### config.mk
export PLATFORM = sky130hd
export DESIGN_NAME = pwm_segment_sequencer
export DESIGN_NICKNAME = d
export VERILOG_FILES = /design/src/rtl/pwm_segment_sequencer.sv
export SDC_FILE = /design/constraint.sdc
export NUM_CORES = 1
export LEC_CHECK = 0
export CAP_MARGIN = 15
export CORE_UTILIZATION = 64
export DETAILED_ROUTE_END_ITERATION = 16
export HOLD_SLACK_MARGIN = 0.1
export PLACE_DENSITY = 0.83
export SLEW_MARGIN = 20
export SYNTH_ARGS = -nofsm -noshare
export SYNTH_HDL_FRONTEND = slang
export SYNTH_SLANG_ARGS = --single-unit
### constraint.sdc
create_clock -name clk_i -period 5.7 [get_ports clk_i]
set_clock_uncertainty 0.15 [all_clocks]
set_input_delay 1.425 -clock clk_i [delete_from_list [all_inputs] [get_ports clk_i]]
set_output_delay 1.425 -clock clk_i [all_outputs]
set_load 0.02 [all_outputs]
### src/rtl/pwm_segment_sequencer.sv
// pwm_segment_sequencer
// ---------------------------------------------------------------------------
// Steps the duty threshold of a PWM datapath through a programmed list of
// (threshold, hold) segments. Each segment lasts hold+1 PWM periods, where a
// period ends at each period_boundary_i pulse. Playback is one-shot or looped.
//
// Ports
//   clk_i, rst_ni        clock, asynchronous active-low reset
//   wr_en_i/wr_addr_i    segment table write port (any state)
//   wr_threshold_i       threshold field of the written segment
//   wr_hold_i            hold field of the written segment
//   last_idx_i           index of final segment, latched on start
//   loop_i               wrap to segment 0 after last segment (sampled live)
//   start_i / stop_i     start playback (IDLE only) / abort (highest priority)
//   period_boundary_i    one-cycle pulse at each PWM period end
//   threshold_o          threshold driven to the PWM datapath
//   active_o             high while loading or running a segment
//   seg_idx_o            current segment index
//   done_o               one-cycle pulse when one-shot playback completes
// ---------------------------------------------------------------------------
module pwm_segment_sequencer #(
  parameter int Resolution = 16,
  parameter int AddrWidth  = 3
) (
  input  logic                  clk_i,
  input  logic                  rst_ni,
  input  logic                  wr_en_i,
  input  logic [AddrWidth-1:0]  wr_addr_i,
  input  logic [Resolution-1:0] wr_threshold_i,
  input  logic [Resolution-1:0] wr_hold_i,
  input  logic [AddrWidth-1:0]  last_idx_i,
  input  logic                  loop_i,
  input  logic                  start_i,
  input  logic                  stop_i,
  input  logic                  period_boundary_i,
  output logic [Resolution-1:0] threshold_o,
  output logic                  active_o,
  output logic [AddrWidth-1:0]  seg_idx_o,
  output logic                  done_o
);

  localparam int Depth = 2 ** AddrWidth;

  typedef enum logic [1:0] {
    ST_IDLE = 2'd0,
    ST_LOAD = 2'd1,
    ST_RUN  = 2'd2,
    ST_DONE = 2'd3
  } state_e;

  state_e                state_q,     state_d;
  logic [AddrWidth-1:0]  seg_idx_q,   seg_idx_d;
  logic [AddrWidth-1:0]  last_idx_q,  last_idx_d;
  logic [Resolution-1:0] hold_cnt_q,  hold_cnt_d;
  logic [Resolution-1:0] threshold_q, threshold_d;
  logic                  active_q,    active_d;
  logic                  done_q,      done_d;

  // Segment table: deliberately not reset, contents survive rst_ni.
  logic [Resolution-1:0] tbl_threshold_mem [Depth];
  logic [Resolution-1:0] tbl_hold_mem      [Depth];
  logic [Resolution-1:0] rd_threshold;
  logic [Resolution-1:0] rd_hold;

  // Segment table write port, usable in every state.
  always_ff @(posedge clk_i) begin
    if (wr_en_i) begin
      tbl_threshold_mem[wr_addr_i] <= wr_threshold_i;
      tbl_hold_mem[wr_addr_i]      <= wr_hold_i;
    end
  end

  // Asynchronous read; a same-cycle write lands at the edge, so LOAD sees
  // the old entry (read-before-write).
  assign rd_threshold = tbl_threshold_mem[seg_idx_q];
  assign rd_hold      = tbl_hold_mem[seg_idx_q];

  // Next-state and next-output logic of the playback FSM.
  always_comb begin
    state_d     = state_q;
    seg_idx_d   = seg_idx_q;
    last_idx_d  = last_idx_q;
    hold_cnt_d  = hold_cnt_q;
    threshold_d = threshold_q;
    done_d      = 1'b0;

    if (stop_i) begin
      // Abort wins over start, boundaries and the DONE pulse.
      state_d     = ST_IDLE;
      seg_idx_d   = '0;
      threshold_d = '0;
    end else begin
      case (state_q)
        ST_IDLE: begin
          threshold_d = '0;
          if (start_i) begin
            seg_idx_d  = '0;
            last_idx_d = last_idx_i;
            state_d    = ST_LOAD;
          end else begin
            state_d = ST_IDLE;
          end
        end

        ST_LOAD: begin
          // Boundaries arriving here are intentionally ignored.
          threshold_d = rd_threshold;
          hold_cnt_d  = rd_hold;
          state_d     = ST_RUN;
        end

        ST_RUN: begin
          if (period_boundary_i) begin
            if (hold_cnt_q != '0) begin
              // Decrement only while nonzero, so hold = all-ones never wraps.
              hold_cnt_d = hold_cnt_q - Resolution'(1);
            end else if (seg_idx_q != last_idx_q) begin
              seg_idx_d = seg_idx_q + AddrWidth'(1);
              state_d   = ST_LOAD;
            end else if (loop_i) begin
              seg_idx_d = '0;
              state_d   = ST_LOAD;
            end else begin
              state_d = ST_DONE;
              done_d  = 1'b1;
            end
          end else begin
            state_d = ST_RUN;
          end
        end

        ST_DONE: begin
          threshold_d = '0;
          seg_idx_d   = '0;
          state_d     = ST_IDLE;
        end

        default: begin
          state_d     = ST_IDLE;
          seg_idx_d   = '0;
          threshold_d = '0;
        end
      endcase
    end

    active_d = (state_d == ST_LOAD) || (state_d == ST_RUN);
  end

  // State and output registers.
  always_ff @(posedge clk_i or negedge rst_ni) begin
    if (!rst_ni) begin
      state_q     <= ST_IDLE;
      seg_idx_q   <= '0;
      last_idx_q  <= '0;
      hold_cnt_q  <= '0;
      threshold_q <= '0;
      active_q    <= 1'b0;
      done_q      <= 1'b0;
    end else begin
      state_q     <= state_d;
      seg_idx_q   <= seg_idx_d;
      last_idx_q  <= last_idx_d;
      hold_cnt_q  <= hold_cnt_d;
      threshold_q <= threshold_d;
      active_q    <= active_d;
      done_q      <= done_d;
    end
  end

  assign threshold_o = threshold_q;
  assign active_o    = active_q;
  assign seg_idx_o   = seg_idx_q;
  // The registered pulse is masked by a stop arriving during the DONE cycle.
  assign done_o      = done_q & ~stop_i;

endmodule
==> metrics.md <==
| Metric | Value |
|---|---|
| Worst path max stage delay | 0.61 ns |
| Final instance area | 0.0138 mm^2 |
| Main synth FF type | edfxtp_1 |
| Antenna violations before repair | 0 |
| Register area | 0.00874 mm^2 |
| Simple-gate share of the synthesized area | 0.0470 |
| Hold Crit Class | reg -> reg |
| Hold buffers post-CTS | 0 |
| Synth Warn # | 0 |
| Hold Fails Final Rpt | 0 |
| Max-slew headroom | 0.293 |
| Sequential area share after synthesis | 0.736 |
| Half-perimeter wire length after detailed placement | 14.2 mm |
| Detailed-route DRC error count | 8 |
| Starting Density | 0.657 |
| Cell Count, Final, Fillers Out | 960 |
| DP Area | 0.0128 mm^2 |
| Die X | 138 um |
| Synth area leader | edfxtp_1 |
| WP data arrival | 2.76 ns |
| Post_cts resized | 0 |
| TritonCTS clock tree | done |
| Slew @ Worst Pin | 1.06 ns |
| Post-Synthesis Cells | 626 |
| Vias per cell | 6.61 |
| CTS clk-pin slew, worst paths | 0.06 ns |
| CTS sink cnt | 298 |
| Final net count | 759 |
| Total global-route track usage | 0.281 |
| Dpl cells | 906 |
| Power Density | 347 mW/mm^2 |
| FP Rows | 49 |
| Fin crit period | 4.33 ns |
| Adder-Cell Fraction of Synth Area | 0.00632 |
| WS Path Type | in -> out |
| Final hold slack | 0.350 ns |
| IO Port Bufs | 65 |
| Antenna Cells | 0 |
| # Max-Cap Violations | 0 |
| TNS Setup | 0 ns |
| Design Power | 4.79 mW |
| Post-synthesis compound-gate area fraction | 0.0400 |
| Total gr overflow | 0 |
| Root Driver | clkbuf_16 |
| Yosys cell types | 53 |
| Final ANT Viol Nets | 0 |
| Footprint of the multi-input gates | 0.00300 mm^2 |
| Startpoint types | primary input |
| Total iterations of the first detailed-routing run | 12 |
| Fraction of registers with async set/reset | 0.141 |
| Mux cell area share after synthesis | 0.151 |
| CP Max Fanout | 7 |
| Routability congestion estimate from global placement | 0.881 |
| First-pass GRT wire length | 39.2 mm |
| Core Footprint | 0.0181 mm^2 |
| Fmax | 231 MHz |
| Final Cycle Share | 0.760 |
| Filler cell count | 942 |
| Xor and xnor fraction of the mapped netlist area | 0.00295 |
| Failing checks | design-rule violations |
| Detailed Route Iter0 Violations | 529 |
| Most frequent CP cell | clkdlybuf4s50_1 |
| Status | finished with violations |
| H-tree depth | 1 |
| Area Growth Syn to Fin | 16.3% |
| Most frequent cells after synthesis | 256 x edfxtp_1, 64 x mux4_2, 43 x nand2_1 |
| Largest net degree at the start of global routing | 68 |
| Syn_nets | 677 |
| I/O pin cnt | 66 |
| Critical path's slowest cell | clkdlybuf4s50_1 |
| Top cell type's share of synthesized area | 0.647 |
| Top post-synthesis cells by area | edfxtp_1 65%, mux4_2 12%, dfrtp_1 8.8% |
| Main combinational cell family by area after synthesis | multiplexers |
| Top-count cell post-synth | edfxtp_1 |
| Die Ht | 138 um |
| Final setup viols | 0 |
| Layout cell share with drive strength beyond 1 | 0.209 |
| Critical Path RT | 4.12 ns |
| Final WL | 25.8 mm |
| Synth Cell Area | 0.0119 mm^2 |
| Max Buffers Root-to-Sink | 3 |
| Yosys reg bits | 298 |
| Final Max Tran Viols | 0 |
| Syn_area_per_cell | 19.0 um^2 |
| Skew-Pair Late Insertion Delay | 0.56 ns |
| Total setup buffers inserted after CTS | 0 |
| VDD IR max | 357 uV |
| RSZ-0062 raised after global routing | no |
| CTS Buf Count | 29 |
| Vias in the first global route | 6746 |
| Number of synthesized flops with an enable pin | 256 |
| Avg WL per Cell | 26.9 um |
| Worst path cell trace | clkdlybuf4s50_1 > nor2b_1 > clkdlybuf4s50_1 |
| Leak | 4.45 nW |
| Die area | 0.0191 mm^2 |
| Via count | 6347 |
| CP endpoint kind | primary output |
[stage by stage]
stage	util	worst slack, ns
after detailed placement	0.709	1.39
after global placement	0.709	1.42
after global routing	0.764	1.33
final	0.764	1.37
after CTS	0.763	1.38
after floorplan	-	1.28
[layout by cell type, fill, tap and decap left out, types with 9 or more instances in the layout]
cell             synthesis  routed
dfrtp_1                 42      39
o21ai_0                 20      20
inv_1                   10      10
clkdlybuf4s50_1          0      64
a21oi_1                  9       9
mux4_2                  64      64
mux2i_1                 26      26
nand2_1                 43      43
o21ai_1                 13      13
clkbuf_16                0      29
nor2_1                  17      11
nor3_1                  11       9
buf_4                    9      15
edfxtp_1               256     256
[cell type report]
class,count,area share
repair buffers,79,0.0545
inverters,10,0.00272
flip-flops and latches,298,0.633
multi-input cells,290,0.217
clock buffers,36,0.0566
clock inverters,18,0.0151
well taps,229,0.0207
[critical path: cells and delay by family]
kind,cells,cell delay [ns]
buffers and inverters,2,1.15
AND/OR/NAND/NOR,1,0.17
[sequential cells by signal (all words and copies together) (netlist names)]
register	count
state_q	2
last_idx_q	3
tbl_hold_mem	128
done_q	1
seg_idx_o	3
active_o	1
threshold_o	16
tbl_threshold_mem	128
hold_cnt_q	16
[layer usage]
layer | part of all wire | routed length, um | global-route usage | up-vias
met1 | 0.38 | 9700 | 0.360 | 3254
li1 | - | - | - | 2698
met5 | 0 | 0 | 0 | -
met2 | 0.52 | 13500 | 0.488 | 326
met3 | 0.064 | 1660 | 0.0457 | 69
met4 | 0.038 | 978 | 0.110 | 0
[cells by family (layout without fill, tap and decap cells)]
kind of cell               after synthesis  after routing
muxes                                   98             98
and+or+nand+nor                        107            107
DFF                                    298            298
adders and majority gates                6              6
AOI/OAI and AO/OA                       75             75
xor gates and xnor gates                 4              4
buffers and inverters                   38            143
[power breakdown]
| part | leakage [nW] | internal, mW | total (mW) | switching (mW) |
|---|---|---|---|---|
| logic | 1.10 | 0.115 | 0.270 | 0.155 |
| registers | 2.87 | 2.47 | 2.55 | 0.0745 |
| clock network | 0.481 | 1.16 | 1.97 | 0.814 |
[worst paths after layout]
check | startpoint | to | slack [ns] | cells after the start
max | stop_i | done_o | 1.37 | 3
min | threshold_o[0] | threshold_o[0] | 0.35 | 2
max reg2reg | seg_idx_o[0] | hold_cnt_q[0] | 2.72 | 5
min reg2reg | threshold_o[0] | threshold_o[0] | 0.35 | 2
max in group asynchronous | rst_ni | seg_idx_o[0] | 4.16 | 1
min in group asynchronous | rst_ni | threshold_o[13] | 0.75 | 1
(Power assumes the default switching activity.)
